`config.mk`:
```
export PLATFORM = sky130hd
export DESIGN_NAME = counter_seq_ctrl
export DESIGN_NICKNAME = d
export VERILOG_FILES = /design/src/rtl/counter_pkg.sv /design/src/rtl/counter_core.sv /design/src/rtl/counter_seq_ctrl.sv
export SDC_FILE = /design/constraint.sdc
export NUM_CORES = 1
export LEC_CHECK = 0
export BUFFER_PORTS_ARGS = -buffer_cell sky130_fd_sc_hd__buf_2
export CAP_MARGIN = 15
export CORE_MARGIN = 2
export CORE_UTILIZATION = 61
export CTS_BUF_LIST = sky130_fd_sc_hd__clkbuf_8
export CTS_CLUSTER_DIAMETER = 60
export CTS_CLUSTER_SIZE = 20
export DETAILED_ROUTE_END_ITERATION = 7
export PLACE_DENSITY = 0.9
export REMOVE_ABC_BUFFERS = 1
export SETUP_SLACK_MARGIN = 0.4
export SLEW_MARGIN = 20
export SYNTH_ARGS = -nofsm -noshare
export SYNTH_HDL_FRONTEND = slang
export SYNTH_HIERARCHICAL = 1
export SYNTH_SLANG_ARGS = --single-unit
```
`constraint.sdc`:
```
create_clock -name clk -period 3.7 [get_ports clk]
set_input_delay 0.74 -clock clk [delete_from_list [all_inputs] [get_ports clk]]
set_output_delay 0.74 -clock clk [all_outputs]
set_load 0.005 [all_outputs]
```
`src/rtl/counter_pkg.sv`:
```
// Shared encodings for the interval-timer controller: command ops, FSM states
// and the run-mode constants.
package counter_pkg;

    localparam logic [1:0] OP_LOAD  = 2'd0;
    localparam logic [1:0] OP_START = 2'd1;
    localparam logic [1:0] OP_STOP  = 2'd2;
    localparam logic [1:0] OP_CLEAR = 2'd3;

    localparam logic MODE_ONESHOT  = 1'b0;
    localparam logic MODE_PERIODIC = 1'b1;

    typedef enum logic [1:0] {
        ST_IDLE  = 2'd0,
        ST_RUN   = 2'd1,
        ST_PAUSE = 2'd2
    } state_e;

endpackage

```
`src/rtl/counter_core.sv`:
```
// WIDTH-bit up-counter datapath: synchronous clear wins over enable.
module counter_core #(
    parameter int WIDTH = 4
) (
    input  logic             clk,
    input  logic             reset,
    input  logic             en,
    input  logic             clr,
    output logic [WIDTH-1:0] q
);

    localparam logic [WIDTH-1:0] ONE = {{(WIDTH-1){1'b0}}, 1'b1};

    always_ff @(posedge clk or posedge reset) begin
        if (reset)    q <= '0;
        else if (clr) q <= '0;
        else if (en)  q <= q + ONE;
    end

endmodule

```
`src/rtl/counter_seq_ctrl.sv`:
```
// Programmable interval timer controller: command handshake, prescaler,
// config registers and FSM that sequence a counter_core instance.
module counter_seq_ctrl
    import counter_pkg::*;
#(
    parameter int WIDTH = 4,
    parameter int PRE_W = 4
) (
    input  logic             clk,
    input  logic             reset,
    input  logic             cmd_valid,
    output logic             cmd_ready,
    input  logic [1:0]       cmd_op,
    input  logic [WIDTH-1:0] cmd_limit,
    input  logic             cmd_mode,
    input  logic [PRE_W-1:0] cmd_pre,
    output logic [WIDTH-1:0] count,
    output logic             busy,
    output logic             tc_pulse,
    output logic             done,
    output logic             cmd_err
);

    localparam logic [PRE_W-1:0] PONE = {{(PRE_W-1){1'b0}}, 1'b1};

    state_e           state, state_nxt;
    logic [WIDTH-1:0] limit_q, limit_nxt;
    logic             mode_q, mode_nxt;
    logic [PRE_W-1:0] pre_q, pre_nxt;
    logic [PRE_W-1:0] pcnt, pcnt_nxt;
    logic             done_nxt, tc_nxt, err_nxt, busy_nxt, ready_nxt;
    logic             acc, tick, term;
    logic             core_en, core_clr;

    counter_core #(.WIDTH(WIDTH)) u_core (
        .clk   (clk),
        .reset (reset),
        .en    (core_en),
        .clr   (core_clr),
        .q     (count)
    );

    always_ff @(posedge clk or posedge reset) begin
        if (reset) begin
            state     <= ST_IDLE;
            limit_q   <= '0;
            mode_q    <= MODE_ONESHOT;
            pre_q     <= '0;
            pcnt      <= '0;
            cmd_ready <= 1'b1;
            busy      <= 1'b0;
            tc_pulse  <= 1'b0;
            done      <= 1'b0;
            cmd_err   <= 1'b0;
        end else begin
            state     <= state_nxt;
            limit_q   <= limit_nxt;
            mode_q    <= mode_nxt;
            pre_q     <= pre_nxt;
            pcnt      <= pcnt_nxt;
            cmd_ready <= ready_nxt;
            busy      <= busy_nxt;
            tc_pulse  <= tc_nxt;
            done      <= done_nxt;
            cmd_err   <= err_nxt;
        end
    end

    always_comb begin
        state_nxt = state;
        limit_nxt = limit_q;
        mode_nxt  = mode_q;
        pre_nxt   = pre_q;
        pcnt_nxt  = pcnt;
        done_nxt  = done;
        tc_nxt    = 1'b0;
        err_nxt   = 1'b0;
        core_en   = 1'b0;
        core_clr  = 1'b0;

        acc       = cmd_valid & cmd_ready;
        tick      = (state == ST_RUN) && (pcnt == pre_q);
        term      = (count == limit_q);
        ready_nxt = ~acc;

        // An accepted command owns the edge; a coincident tick is dropped.
        if (acc) begin
            case (cmd_op)
                OP_LOAD: begin
                    if (state == ST_RUN) begin
                        err_nxt = 1'b1;
                    end else begin
                        limit_nxt = cmd_limit;
                        mode_nxt  = cmd_mode;
                        pre_nxt   = cmd_pre;
                        core_clr  = 1'b1;
                        pcnt_nxt  = '0;
                        done_nxt  = 1'b0;
                        state_nxt = ST_IDLE;
                    end
                end
                OP_START: begin
                    if (state == ST_RUN) begin
                        err_nxt = 1'b1;
                    end else begin
                        state_nxt = ST_RUN;
                        if (state == ST_IDLE && done) begin
                            core_clr = 1'b1;
                            pcnt_nxt = '0;
                            done_nxt = 1'b0;
                        end
                    end
                end
                OP_STOP: begin
                    if (state == ST_RUN) state_nxt = ST_PAUSE;
                end
                default: begin
                    core_clr  = 1'b1;
                    pcnt_nxt  = '0;
                    done_nxt  = 1'b0;
                    state_nxt = ST_IDLE;
                end
            endcase
        end else if (state == ST_RUN) begin
            if (tick) begin
                pcnt_nxt = '0;
                if (term) begin
                    tc_nxt = 1'b1;
                    if (mode_q == MODE_PERIODIC) begin
                        core_clr = 1'b1;
                    end else begin
                        done_nxt  = 1'b1;
                        state_nxt = ST_IDLE;
                    end
                end else begin
                    core_en = 1'b1;
                end
            end else begin
                pcnt_nxt = pcnt + PONE;
            end
        end

        busy_nxt = (state_nxt == ST_RUN);
    end

endmodule

```
==> results.txt <==
CTS Sinks - 24
Postcts setup bufs - 0
Setup TNS - 0 ps
Max Transition Viols Final - 0
HP Class - in -> async
Worst-Margin Slew - 759.8 ps
Worst setup margin - 1197 ps
H-tree levels - 1
Total Routing Usage GR - 24.30%
Post-synthesis area per instance - 11.56 um2
Final nets - 146
Die area - 2382 um2
Worst VDD drop - 0.0004809 V
IO buf count - 22
Area of the multi-input gates - 574.3 um2
Total gr overflow - 0
Slowest cell on crit path - nor3b_1
Cells on worst reg2reg path - 5
Antenna Cells - 0
# fillers - 143
Worst path max stage delay - 620 ps
Power density over cell area - 595.3 nW/um2
Initial antenna violation count - 0
Outcome - complete, no violations
IO Pins - 23
Core ar. - 1922 um2
Cell area after layout - 1414 um2
Flops & latches, synth - 24
Netlist Area Pre-Place - 1225 um2
Vias in the first global route - 882
Share of cells above drive strength 1 - 32.56%
Worst path depth - 5
CP cell instances - nor2b_1 > nand3_1 > nor3b_1 > nand4_1 > mux2_4
Detailed placement HPWL - 1764 um
Drc violations - 0
Via density per instance - 5.872
Largest area contributor in the netlist - dfrtp_1
Clock period minus worst slack - 2503 ps
Worst setup startpoint - state[0]$_DFF_PP0_
Asr flop ratio synth - 100.0%
Max Buffers Root-to-Sink - 2
Starting Density - 63.74%
Synth top area share - 46.99%
Worst Setup Start Kind - flop
Register Area - 601.8 um2
WP data arrival - 2660 ps
Worst R2R End - u_core/q[3]$_DFFE_PP0P_
Syn Inst Count - 106
Placed inst area - 1343 um2
Leak - 0.7007 nW
Pre-antenna DRT Iters - 4
Power, Total - 841.6 uW
CTS Hold Bufs - 0
Synth top area cells - dfrtp_1 47%, mux2_4 12%, xnor2_1 4.3%
Layout area overhead - 15.42%
WHS - 348.6 ps
CTS tree - built
CP endpoint kind - flop
Worst path top cell family by delay - simple AND/OR/NAND/NOR gates
Clock Skew - 4.687 ps
RSZ-0062 raised after global routing - false
Worst r2r src - state[0]$_DFF_PP0_
Worst slack, placed - 1273 ps
Seq/Total Area, Yosys - 49.13%
FMAX - 399.5 MHz
CP endpoint - u_core/q[3]$_DFFE_PP0P_
Max-Cap Viols - 0
Ys flop type - dfrtp_1
Ys Warns - 6
DR iter-0 viols - 45
Clock Tree Root - clkbuf_8
Routed wire length - 2567 um
PostCTS Resize Cnt - 0
Reg clk slew, reported paths - 80 ps
CP required - 3860 ps
DRT antenna net count - 0
Commonest non-fill, non-tap cells in the layout - 23 x dfrtp_1, 22 x buf_2, 10 x mux2_4, 6 x xnor2_1, 6 x nor2_1
Final Setup Violations - 0
CP Max Fanout - 8
Die width - 48.81 um
Die Ht - 48.81 um
CTS buffer count - 3
Vias - 916
Slew margin rel. - 49.29%
Number of synthesized flops with an enable pin - 0
Reg-to-reg setup timing slack - 1200 ps
Period utilisation layout - 67.65%
WS Path Type - reg -> reg
Yosys cell types - 32
Avg WL per Cell - 16.46 um
Largest net degree at the start of global routing - 21
Routability cong. - 0.8232
First-pass GRT wire length - 4278 um
Final Hold Viols - 0
CP bufs+invs - 0
Commonest non-fill, non-tap cell in the layout - dfrtp_1
Clk Latency, worst-skew pair - 270 ps
Rows - 16
[how the worst min path moves through the flow]
| stage | startpoint | endpoint | slack (ps) |
|---|---|---|---|
| 2_1_floorplan | pre_q[0]$_DFFE_PP0P_ | pre_q[0]$_DFFE_PP0P_ | 500 |
| 3_3_place_gp | limit_q[2]$_DFFE_PP0P_ | limit_q[2]$_DFFE_PP0P_ | 520 |
| 3_5_place_dp | limit_q[3]$_DFFE_PP0P_ | limit_q[3]$_DFFE_PP0P_ | 520 |
| 4_1_cts | reset | u_core/q[2]$_DFFE_PP0P_ | 350 |
| 5_1_grt | reset | u_core/q[2]$_DFFE_PP0P_ | 360 |
| 6_report | reset | u_core/q[2]$_DFFE_PP0P_ | 350 |
[cell type report]
cell class              instances  share of cell area (%)
repair buffers                 22                   7.788
inverters                       6                   1.593
clock inverters                 1                   2.124
well taps                      27                   2.389
clock buffers                   3                   2.920
multi-input cells              73                   40.62
flip-flops and latches         24                   42.57
[state kept, by name (all words and copies together), names as in the netlist, 2 cells and up]
signal    count
u_core/q      4
pcnt          4
state         2
limit_q       4
pre_q         4
[per-stage QoR]
step           std cells  utilization [%]
6_report             156            73.57
3_5_place_dp         152            69.86
5_1_grt              156            73.57
2_1_floorplan        103                -
4_1_cts              156            73.57
3_3_place_gp         152            69.86
[Yosys cell counts (all sizes together), types with 2 or more instances]
cell / count
inv: 6
xor2: 3
dfrtp: 23
o22ai: 2
nor2: 6
nand2b: 2
ha: 2
nand2: 4
xnor2: 6
o21ai: 4
nor2b: 5
nand3: 3
nand4: 4
buf: 2
nor3: 3
a21oi: 4
nor3b: 2
a21bo: 2
mux2i: 2
mux2: 10
[worst register-to-register path, stage by stage, from the launching register on]
cell and delay [ps]:
dfrtp_1 420, nor2b_1 460, nand3_1 370, nor3b_1 630, nand4_1 200, mux2_4 320
[cells by family (layout without fill, tap and decap cells)]
| kind of cell | Yosys count | in the layout | share of synthesized area, % |
|---|---|---|---|
| AND/OR/NAND/NOR | 33 | 33 | 15.22 |
| flip-flops | 24 | 24 | 49.13 |
| AO/OA/AOI/OAI | 17 | 17 | 9.296 |
| multiplexers | 12 | 12 | 13.89 |
| XOR/XNOR | 9 | 9 | 6.435 |
| buffers and inverters | 9 | 32 | 3.983 |
| adder cells (fa/ha/maj) | 2 | 2 | 2.043 |
[per-layer routing]
metal	vias to the layer above	track usage, %	share of wire, %
met5	-	0	0
met4	0	13.33	2.6
met3	7	3.374	5.4
met1	450	30.08	41
li1	418	-	-
met2	41	41.10	51
[report_power, final]
group | switching (mW) | internal (mW) | leakage, nW
logic | 0.0957 | 0.121 | 0.361
registers | 0.0673 | 0.325 | 0.304
clock network | 0.0876 | 0.145 | 0.0357
Power figures use the tool's default switching activity.
